<file path="config.mk">
export PLATFORM = sky130hd
export DESIGN_NAME = count_loop_sequencer_flat
export DESIGN_NICKNAME = d
export VERILOG_FILES = /design/src/rtl/count_loop_sequencer_if.sv /design/src/rtl/count_loop_sequencer.sv /design/src/flat_wrapper.sv
export SDC_FILE = /design/constraint.sdc
export NUM_CORES = 1
export LEC_CHECK = 0
export ABC_AREA = 1
export ABC_CLOCK_PERIOD_IN_PS = 4270
export CORE_MARGIN = 3
export CORE_UTILIZATION = 40
export CTS_CLUSTER_SIZE = 28
export DETAILED_ROUTE_END_ITERATION = 8
export PLACE_DENSITY = 0.72
export SYNTH_ARGS = -nofsm -noshare
export SYNTH_HDL_FRONTEND = slang
export SYNTH_SLANG_ARGS = --single-unit
</file>
<file path="constraint.sdc">
create_clock -name CLK -period 4.27 [get_ports CLK]
set_input_delay 0.854 -clock CLK [delete_from_list [all_inputs] [get_ports CLK]]
set_output_delay 0.854 -clock CLK [all_outputs]
set_load 0.01 [all_outputs]
</file>
<file path="src/rtl/count_loop_sequencer_if.sv">
// Bundles the start/decode, count-register and data-memory signals of the
// count loop sequencer. The master modport is the sequencer itself; the slave
// modport is the surrounding decoder, count register and memory.
interface count_loop_sequencer_if #(
    parameter int DATA_W = 8,
    parameter int ADDR_W = 8,
    parameter int CNT_W  = 8
);
    // Decoder side
    logic                     start;
    logic [ADDR_W-1:0]        base_addr;
    logic [CNT_W-1:0]         length;

    // Count register side
    logic                     cnt_load;
    logic [CNT_W-1:0]         cnt_value;
    logic                     cnt_dec;
    logic                     cnt_nz;

    // Data memory side
    logic                     mem_rd;
    logic [ADDR_W-1:0]        mem_addr;
    logic [DATA_W-1:0]        mem_data;

    // Status and results
    logic                     busy;
    logic                     done;
    logic                     empty;
    logic [DATA_W-1:0]        max_out;
    logic [DATA_W-1:0]        min_out;
    logic [DATA_W+CNT_W-1:0]  sum_out;

    modport master (
        input  start, base_addr, length, cnt_nz, mem_data,
        output cnt_load, cnt_value, cnt_dec, mem_rd, mem_addr,
               busy, done, empty, max_out, min_out, sum_out
    );

    modport slave (
        output start, base_addr, length, cnt_nz, mem_data,
        input  cnt_load, cnt_value, cnt_dec, mem_rd, mem_addr,
               busy, done, empty, max_out, min_out, sum_out
    );
endinterface

</file>
<file path="src/rtl/count_loop_sequencer.sv">
// Count loop sequencer: loads the element-count register on start, then walks
// the data memory from base_addr, folding each word into running max/min/sum
// and decrementing the count once per element until the count register
// reports zero, then pulses done.
//
// Build option: define SEQ_SIGNED_EN to treat elements as two's-complement
// (signed max/min, sign-extended sum). Left undefined, elements are unsigned.
module count_loop_sequencer #(
    parameter int DATA_W = 8,
    parameter int ADDR_W = 8,
    parameter int CNT_W  = 8
) (
    input  logic                   CLK,
    input  logic                   RESET,
    count_loop_sequencer_if.master bus
);

    localparam int SUM_W = DATA_W + CNT_W;

    typedef enum logic [2:0] {
        S_IDLE,
        S_LOAD,
        S_FETCH,
        S_ACC,
        S_DONE
    } state_t;

    state_t              state;
    state_t              state_nxt;

    logic [ADDR_W-1:0]   addr;
    logic [ADDR_W-1:0]   addr_nxt;
    logic [DATA_W-1:0]   max_q;
    logic [DATA_W-1:0]   max_nxt;
    logic [DATA_W-1:0]   min_q;
    logic [DATA_W-1:0]   min_nxt;
    logic [SUM_W-1:0]    sum_q;
    logic [SUM_W-1:0]    sum_nxt;
    logic                first_q;
    logic                first_nxt;
    logic                empty_q;
    logic                empty_nxt;

    logic                cnt_load_c;
    logic                cnt_dec_c;
    logic                mem_rd_c;

    logic [SUM_W-1:0]    elem_ext;
    logic                elem_gt;
    logic                elem_lt;

    // Element interpretation: the only place the signed build differs.
`ifdef SEQ_SIGNED_EN
    assign elem_ext = {{CNT_W{bus.mem_data[DATA_W-1]}}, bus.mem_data};
    assign elem_gt  = $signed(bus.mem_data) > $signed(max_q);
    assign elem_lt  = $signed(bus.mem_data) < $signed(min_q);
`else
    assign elem_ext = {{CNT_W{1'b0}}, bus.mem_data};
    assign elem_gt  = bus.mem_data > max_q;
    assign elem_lt  = bus.mem_data < min_q;
`endif

    // State register with synchronous reset to IDLE.
    always_ff @(posedge CLK) begin
        // NOTE: sequential state uses non-blocking assignments so every
        // register samples pre-edge values, independent of block ordering.
        if (RESET) begin
            state <= S_IDLE;
        end else begin
            state <= state_nxt;
        end
    end

    // Datapath registers: address pointer, running results and flags.
    always_ff @(posedge CLK) begin
        if (RESET) begin
            addr    <= '0;
            max_q   <= '0;
            min_q   <= '0;
            sum_q   <= '0;
            first_q <= 1'b0;
            empty_q <= 1'b0;
        end else begin
            addr    <= addr_nxt;
            max_q   <= max_nxt;
            min_q   <= min_nxt;
            sum_q   <= sum_nxt;
            first_q <= first_nxt;
            empty_q <= empty_nxt;
        end
    end

    // Next-state, datapath updates and strobes for each state.
    always_comb begin
        // NOTE: every signal gets a default first so no path through the case
        // leaves one unassigned, which would otherwise infer a latch.
        state_nxt  = state;
        addr_nxt   = addr;
        max_nxt    = max_q;
        min_nxt    = min_q;
        sum_nxt    = sum_q;
        first_nxt  = first_q;
        empty_nxt  = empty_q;
        cnt_load_c = 1'b0;
        cnt_dec_c  = 1'b0;
        mem_rd_c   = 1'b0;

        unique case (state)
            S_IDLE: begin
                if (bus.start) begin
                    if (bus.length != '0) begin
                        cnt_load_c = 1'b1;
                        addr_nxt   = bus.base_addr;
                        sum_nxt    = '0;
                        first_nxt  = 1'b1;
                        empty_nxt  = 1'b0;
                        state_nxt  = S_LOAD;
                    end else begin
                        max_nxt    = '0;
                        min_nxt    = '0;
                        sum_nxt    = '0;
                        empty_nxt  = 1'b1;
                        state_nxt  = S_DONE;
                    end
                end
            end

            // Gives the count register one cycle to publish cnt_nz for the load.
            S_LOAD: begin
                state_nxt = S_FETCH;
            end

            // Termination is decided by the count register alone.
            S_FETCH: begin
                if (bus.cnt_nz) begin
                    mem_rd_c  = 1'b1;
                    state_nxt = S_ACC;
                end else begin
                    state_nxt = S_DONE;
                end
            end

            // Read data is valid this cycle; fold it in and step the count.
            S_ACC: begin
                if (first_q || elem_gt) begin
                    max_nxt = bus.mem_data;
                end
                if (first_q || elem_lt) begin
                    min_nxt = bus.mem_data;
                end
                first_nxt = 1'b0;
                sum_nxt   = sum_q + elem_ext;
                cnt_dec_c = 1'b1;
                addr_nxt  = addr + ADDR_W'(1);
                state_nxt = S_FETCH;
            end

            S_DONE: begin
                state_nxt = S_IDLE;
            end

            default: begin
                state_nxt = S_IDLE;
            end
        endcase
    end

    // Strobes are suppressed while RESET is high so nothing leaks out of a
    // state that is about to be abandoned.
    assign bus.cnt_load  = cnt_load_c & ~RESET;
    assign bus.cnt_dec   = cnt_dec_c  & ~RESET;
    assign bus.mem_rd    = mem_rd_c   & ~RESET;
    assign bus.cnt_value = bus.cnt_load ? bus.length : '0;
    assign bus.mem_addr  = addr;

    assign bus.busy      = (state != S_IDLE);
    assign bus.done      = (state == S_DONE);
    assign bus.empty     = empty_q;
    assign bus.max_out   = max_q;
    assign bus.min_out   = min_q;
    assign bus.sum_out   = sum_q;

    // The three strobes never overlap.
    a_strobe_onehot: assert property (
        @(posedge CLK) disable iff (RESET)
        $onehot0({bus.cnt_load, bus.cnt_dec, bus.mem_rd})
    );

    // done is a single-cycle pulse.
    a_done_pulse: assert property (
        @(posedge CLK) disable iff (RESET)
        bus.done |=> !bus.done
    );

    // Every read is followed by its accumulate cycle.
    a_read_then_acc: assert property (
        @(posedge CLK) disable iff (RESET)
        bus.mem_rd |=> (state == S_ACC)
    );

endmodule

</file>
<file path="src/flat_wrapper.sv">
// flat-port wrapper written by rule: the top's interface ports become plain ports
module count_loop_sequencer_flat 
#(
    parameter int DATA_W = 8,
    parameter int ADDR_W = 8,
    parameter int CNT_W  = 8
)
  (CLK, RESET, bus_start, bus_base_addr, bus_length, bus_cnt_nz, bus_mem_data, bus_cnt_load, bus_cnt_value, bus_cnt_dec, bus_mem_rd, bus_mem_addr, bus_busy, bus_done, bus_empty, bus_max_out, bus_min_out, bus_sum_out);
  count_loop_sequencer_if #(.DATA_W(DATA_W), .ADDR_W(ADDR_W), .CNT_W(CNT_W)) bus_i ();
  input  logic CLK;
  input  logic RESET;
  input wire logic [$bits(bus_i.start)-1:0] bus_start;
  input wire logic [$bits(bus_i.base_addr)-1:0] bus_base_addr;
  input wire logic [$bits(bus_i.length)-1:0] bus_length;
  input wire logic [$bits(bus_i.cnt_nz)-1:0] bus_cnt_nz;
  input wire logic [$bits(bus_i.mem_data)-1:0] bus_mem_data;
  output wire logic [$bits(bus_i.cnt_load)-1:0] bus_cnt_load;
  output wire logic [$bits(bus_i.cnt_value)-1:0] bus_cnt_value;
  output wire logic [$bits(bus_i.cnt_dec)-1:0] bus_cnt_dec;
  output wire logic [$bits(bus_i.mem_rd)-1:0] bus_mem_rd;
  output wire logic [$bits(bus_i.mem_addr)-1:0] bus_mem_addr;
  output wire logic [$bits(bus_i.busy)-1:0] bus_busy;
  output wire logic [$bits(bus_i.done)-1:0] bus_done;
  output wire logic [$bits(bus_i.empty)-1:0] bus_empty;
  output wire logic [$bits(bus_i.max_out)-1:0] bus_max_out;
  output wire logic [$bits(bus_i.min_out)-1:0] bus_min_out;
  output wire logic [$bits(bus_i.sum_out)-1:0] bus_sum_out;
  assign bus_i.start = bus_start;
  assign bus_i.base_addr = bus_base_addr;
  assign bus_i.length = bus_length;
  assign bus_i.cnt_nz = bus_cnt_nz;
  assign bus_i.mem_data = bus_mem_data;
  assign bus_cnt_load = bus_i.cnt_load;
  assign bus_cnt_value = bus_i.cnt_value;
  assign bus_cnt_dec = bus_i.cnt_dec;
  assign bus_mem_rd = bus_i.mem_rd;
  assign bus_mem_addr = bus_i.mem_addr;
  assign bus_busy = bus_i.busy;
  assign bus_done = bus_i.done;
  assign bus_empty = bus_i.empty;
  assign bus_max_out = bus_i.max_out;
  assign bus_min_out = bus_i.min_out;
  assign bus_sum_out = bus_i.sum_out;
  count_loop_sequencer #(.DATA_W(DATA_W), .ADDR_W(ADDR_W), .CNT_W(CNT_W)) u_core (.CLK(CLK), .RESET(RESET), .bus(bus_i));
endmodule
</file>
==> impl_metrics.ini, run 1 <==
[cts]
cts_buffers = 5
clock_sinks = 45
root_buffer = clkbuf_8
clk_latency_ns = 0.29
cts.clk_slew.worst_paths_ns = 0.08
cts-htree-levels = 2
post_cts_resize_count = 0
tritoncts = done
ctsHoldBuffers = 0
cts_max_path_buffers = 2
cts_setup_buffers = 0

[worst_setup_path]
cp_max_fo = 9
criticalPathCategory = in2out
arrival_ns = 2.74
r2r_setup_slack_ns = 2.08
crit_start = bus_length[3]
startpoint_type = input pin
r2r-start = u_core.state[2]
worstPathRequired_ns = 3.42
end_kind = output port

[route]
drc = 0
dr.pass1.iters = 4
antenna_left = 0
dr.first_iter.drc_count = 105
wl_per_cell_um = 12.1
wirelength_um = 7620
viasPerCell = 4.91
vias = 3088

[sta]
setup_ws_ns = 0.675
hold_ws_ns = 0.458
max-slew-margin-rel = 0.627
maxSlewViolCount = 0
hold_viol_final = 0
fin_crit_ns = 3.60
fin_tns_setup_ns = 0
fmax_ghz = 0.278
rsz0062_at_grt = false
setup_viol = 0
worstMarginPinSlew_ns = 0.557
fin_skew_ns = 0.00269
post-route-period-util = 0.842

[placed_design]
hpwlAfterDp_um = 5890
dp_slack_ns = 0.659
gp_congestion = 0.843
dp.cells = 622
io_buffers = 81

[grt]
grt_remaining_overflow = 0
first_global_vias = 2897
grt_pass1_wl_um = 13000
grt_max_degree = 31
grt.total_usage = 0.185
grt_antenna_before_repair = 0

[worst_hold_path]
worstHoldStart = u_core.bus.empty
hp-class = reg2reg

[final_layout]
nNetsFinal = 586
layout.cells.non_filler = 629
n_antenna_cell = 0
area_delta_synth_final_pct = 33.6
drive_above_1_share = 0.0469

[synthesis]
synth_edf_count = 0
synth_top_area_frac = 0.308
synthDistinctLibCells = 34
syn_inst = 453
async_reset_ff_frac = 0
yosysWarningCount = 0
yosysTopAreaCell = dfxtp_1
yosys-top-cells-area = dfxtp_1 31%, nand2_1 16%, ha_1 10%
syn_avg_cell_area_um2 = 6.45
yosysSeqAreaShare = 0.308
ys_ff_latch = 45
synth_nets = 506
netlist_area_um2 = 2920
ys.flop_type = dfxtp_1

[floorplanning]
die_h_um = 91.5
start_util = 0.421
num_io_pins = 82
die_w_um = 91.5
die_area_um2 = 8360
core_um2 = 6940
rows = 30

[power]
ir_drop_mv = 0.148
power_density_nw_per_um2 = 293
p_leak_nw = 1.75
total_power_mw = 1.14

[outcome]
status = finished, final reports clean

[flow_run]
cap_violations = 0
==> kinds of logic (layout without fill, tap and decap cells) <==
logic type                 count (synthesis)  after routing  share of synthesized area
and+or+nand+nor                          236            236                      0.338
AOI/OAI and AO/OA                         76             76                      0.146
buffers and inverters                     71            151                     0.0981
DFF                                       45             45                      0.308
adders and majority gates                 25             25                      0.110
==> path summary, 6_finish.rpt <==
check / endpoint / cells after the start
worst max-delay path: bus_cnt_value[2] / 10
worst min-delay path: u_core.bus.empty / 2
worst max register to register: u_core.bus.min_out[7] / 11
worst min register to register: u_core.bus.empty / 2
==> per-stage QoR <==
stage                util  instance area [um2]
finish              0.562                 3900
global route        0.562                 3900
CTS                 0.562                 3900
detailed placement  0.549                 3810
global placement    0.549                 3810
floorplan               -                 2920
==> placed cells by master (no fill, tap or decap), types with 4 or more instances in the layout <==
cell type	Yosys	final
nand2_1	122	122
clkdlybuf4s50_1	0	81
nor2_1	67	67
inv_1	50	50
dfxtp_1	45	45
a21oi_1	36	36
nand3_1	29	29
ha_1	24	24
o21ai_0	14	14
inv_2	10	10
o21ai_1	8	8
clkbuf_8	0	6
a31oi_1	5	5
nand4_1	4	4
nor3_1	4	4
==> cell usage after synthesis, types with 2 or more instances <==
cell and instances:
nand2_1 122, nor2_1 67, inv_1 50, dfxtp_1 45
a21oi_1 36, nand3_1 29, ha_1 24, o21ai_0 14
inv_2 10, o21ai_1 8, a31oi_1 5, clkbuf_1 5
buf_2 4, nand4_1 4, nor3_1 4, a211oi_1 3
a21boi_1 2, a21o_1 2, a22oi_1 2, a32o_1 2
buf_6 2
==> final cells by class <==
type                       instances  area [um2]
clock buffer                       6        82.6
clock inverter                     1        7.51
fill                             680        3040
inverter                          60         225
multi-input combinational        337        1730
sequential                        45         901
tap                               96         120
timing repair buffer              84         833
==> sequential cells by signal (all words and copies together), names as in the netlist <==
register	count
u_core.bus.sum_out	16
u_core.bus.max_out	8
u_core.bus.mem_addr	8
u_core.bus.min_out	8
u_core.state	3
u_core.bus.empty	1
u_core.first_q	1
==> worst max-delay path, stage by stage <==
cell and delay, ns:
clkdlybuf4s50_1 0.42, nor2_1 0.11, nand3_1 0.09, nor2_1 0.28, nor2_4 0.11, nand2_1 0.25
inv_2 0.06, nand2_1 0.06, inv_1 0.03, clkdlybuf4s50_1 0.46
==> power breakdown <==
group          switching, mW  internal, mW  leakage (nW)  total, mW
Clock                  0.142         0.128        0.0433      0.270
Combinational          0.202         0.179          1.34      0.381
Sequential            0.0353         0.458         0.367      0.494
Total                  0.380         0.765          1.75       1.14
==> layer usage <==
metal / GRT usage / wire (um)
met5: 0 / 0
met4: 0.0352 / 67
met1: 0.241 / 3570
met2: 0.306 / 3370
met3: 0.0505 / 609
Note: power is estimated with default switching activity, not from simulation.
==> run 2: changes to the inputs <==
--- a/config.mk
+++ b/config.mk
@@ -6,12 +6,12 @@
 export NUM_CORES = 1
 export LEC_CHECK = 0
 export ABC_AREA = 1
-export ABC_CLOCK_PERIOD_IN_PS = 4270
+export ABC_CLOCK_PERIOD_IN_PS = 3100
 export CORE_MARGIN = 3
 export CORE_UTILIZATION = 40
 export CTS_CLUSTER_SIZE = 28
 export DETAILED_ROUTE_END_ITERATION = 8
-export PLACE_DENSITY = 0.72
+export PLACE_DENSITY = 0.74
 export SYNTH_ARGS = -nofsm -noshare
 export SYNTH_HDL_FRONTEND = slang
 export SYNTH_SLANG_ARGS = --single-unit
==> constraint.sdc (replaced) <==
create_clock -name CLK -period 3.1 [get_ports CLK]
set_input_delay 0.62 -clock CLK [delete_from_list [all_inputs] [get_ports CLK]]
set_output_delay 0.62 -clock CLK [all_outputs]
set_load 0.01 [all_outputs]
==> run 2 against run 1 <==
Against the previous run: register-to-register slack got worse by 1.1 ns; highest routed layer unchanged; critical path type unchanged; critical path depth did not move; clock skew rose by 0.0075 ns; final area rose by 1.3%; largest cell class unchanged; total power rose by 46%; utilization rose by 0.74 points.
==> impl_metrics.ini, run 2 (synthesized netlist as in run 1, its figures left out) <==
[cts]
cts-htree-levels = 2
clk_latency_ns = 0.29
cts.clk_slew.worst_paths_ns = 0.09
cts_buffers = 5
cts_max_path_buffers = 2
cts_setup_buffers = 0
root_buffer = clkbuf_8
tritoncts = done
clock_sinks = 45

[grt]
grt_antenna_before_repair = 0
first_global_vias = 3061
grt_max_degree = 31
grt.total_usage = 0.191
grt_pass1_wl_um = 13500
grt_remaining_overflow = 0

[sta]
max-slew-margin-rel = 0.641
maxSlewViolCount = 0
rsz0062_at_grt = false
worstMarginPinSlew_ns = 0.537
setup_viol = 0
fin_crit_ns = 2.91
hold_viol_final = 0
hold_ws_ns = 0.463
fin_tns_setup_ns = 0
fin_skew_ns = 0.0102
fmax_ghz = 0.343
post-route-period-util = 0.939

[worst_setup_path]
end_kind = output port
cp_max_fo = 9
arrival_ns = 2.29
startpoint_type = input pin
criticalPathCategory = in2out
worstPathRequired_ns = 2.48
r2r_setup_slack_ns = 0.96

[power]
ir_drop_mv = 0.205
total_power_mw = 1.68
power_density_nw_per_um2 = 424
p_leak_nw = 1.79

[route]
antenna_left = 0
dr.first_iter.drc_count = 104
wirelength_um = 7830
dr.pass1.iters = 4
wl_per_cell_um = 12.4
vias = 3116
drc = 0
viasPerCell = 4.92

[final_layout]
fillCellCount = 670
drive_above_1_share = 0.0540
n_antenna_cell = 0
final_cell_mix = 121 x nand2_1, 81 x clkdlybuf4s50_1, 67 x nor2_1
post-route-util = 0.570
area_delta_synth_final_pct = 35.4
final_common_cell = nand2_1
largest_reg_flops = 16
nNetsFinal = 589

[flow_run]
cap_violations = 0

[floorplanning]
rows = 30
num_io_pins = 82
die_h_um = 91.5
start_util = 0.421
die_w_um = 91.5
die_area_um2 = 8360
core_um2 = 6940

[placed_design]
gp_congestion = 0.839
io_buffers = 81
hpwlAfterDp_um = 5940

[worst_hold_path]
hp-class = reg2reg

[outcome]
status = finished, final reports clean
==> run 2: cell types whose count changed in the layout (fill, tap and decap cells not counted) <==
cell	before	now
buf_4	3	6
bufinv_16	0	1
clkbuf_1	0	1
clkinvlp_4	1	0
nand2_1	122	121
nand2_2	1	2
==> run 2: cell type report <==
cell class                      instances  area, um2  area share
Inverter                               60        225      0.0569
Clock inverter                          1       30.0     0.00759
Sequential cell                        45        901       0.228
Timing Repair Buffer                   87        856       0.216
Multi-Input combinational cell        337       1740       0.439
Tap cell                               96        120      0.0304
Clock buffer                            7       86.3      0.0218
==> run 2: timing repair <==
| action | in CTS | in global routing |
|---|---|---|
| setup endpoints to repair | 0 | 2 |
| gates resized for setup | 0 | 1 |
| hold buffers | 0 | 0 |
==> run 2: worst paths after layout <==
| path | startpoint | to | cells past startpoint |
|---|---|---|---|
| worst min-delay path | u_core.bus.empty | u_core.bus.empty | 2 |
| worst min register to register | u_core.bus.empty | u_core.bus.empty | 2 |
| worst max register to register | u_core.state[2] | u_core.bus.min_out[7] | 11 |
| worst max-delay path | bus_length[3] | bus_cnt_value[2] | 10 |
==> run 2: power by group <==
part           total, mW  switching (mW)  internal, mW
clock network      0.467           0.204         0.263
registers          0.679          0.0475         0.631
logic              0.531           0.281         0.250
total               1.68           0.533          1.14
==> run 2: stage by stage <==
stage | instance area (um2) | worst slack [ns] | cells
2_1_floorplan | 2920 | 0.979 | 453
5_1_grt | 3960 | 0.0684 | 633
6_report | 3960 | 0.188 | 633
3_3_place_gp | 3840 | 0.112 | 625
3_5_place_dp | 3840 | 0.0873 | 625
4_1_cts | 3950 | 0.0839 | 633
==> run 2: worst max-delay path, stage by stage <==
cell and delay (ns):
clkdlybuf4s50_1 0.42, nor2_1 0.11, nand3_1 0.10, nor2_1 0.23, nor2_4 0.05, nand2_2 0.15
inv_2 0.05, nand2_1 0.05, inv_1 0.03, clkdlybuf4s50_1 0.47
==> run 2: per-layer routing <==
metal,GRT usage,share of wire,vias to the layer above
li1,-,-,1629
met1,0.235,0.46,1396
met2,0.332,0.48,83
met3,0.0414,0.055,8
met4,0.0553,0.011,0
met5,0,0,-
==> run 3: changes to the inputs <==
--- a/config.mk
+++ b/config.mk
@@ -12,6 +12,7 @@
 export CTS_CLUSTER_SIZE = 28
 export DETAILED_ROUTE_END_ITERATION = 8
 export PLACE_DENSITY = 0.74
+export SLEW_MARGIN = 5
 export SYNTH_ARGS = -nofsm -noshare
 export SYNTH_HDL_FRONTEND = slang
 export SYNTH_SLANG_ARGS = --single-unit
==> results of run 3 <==
Final layout, timing and power as in run 2 (identical DEF).
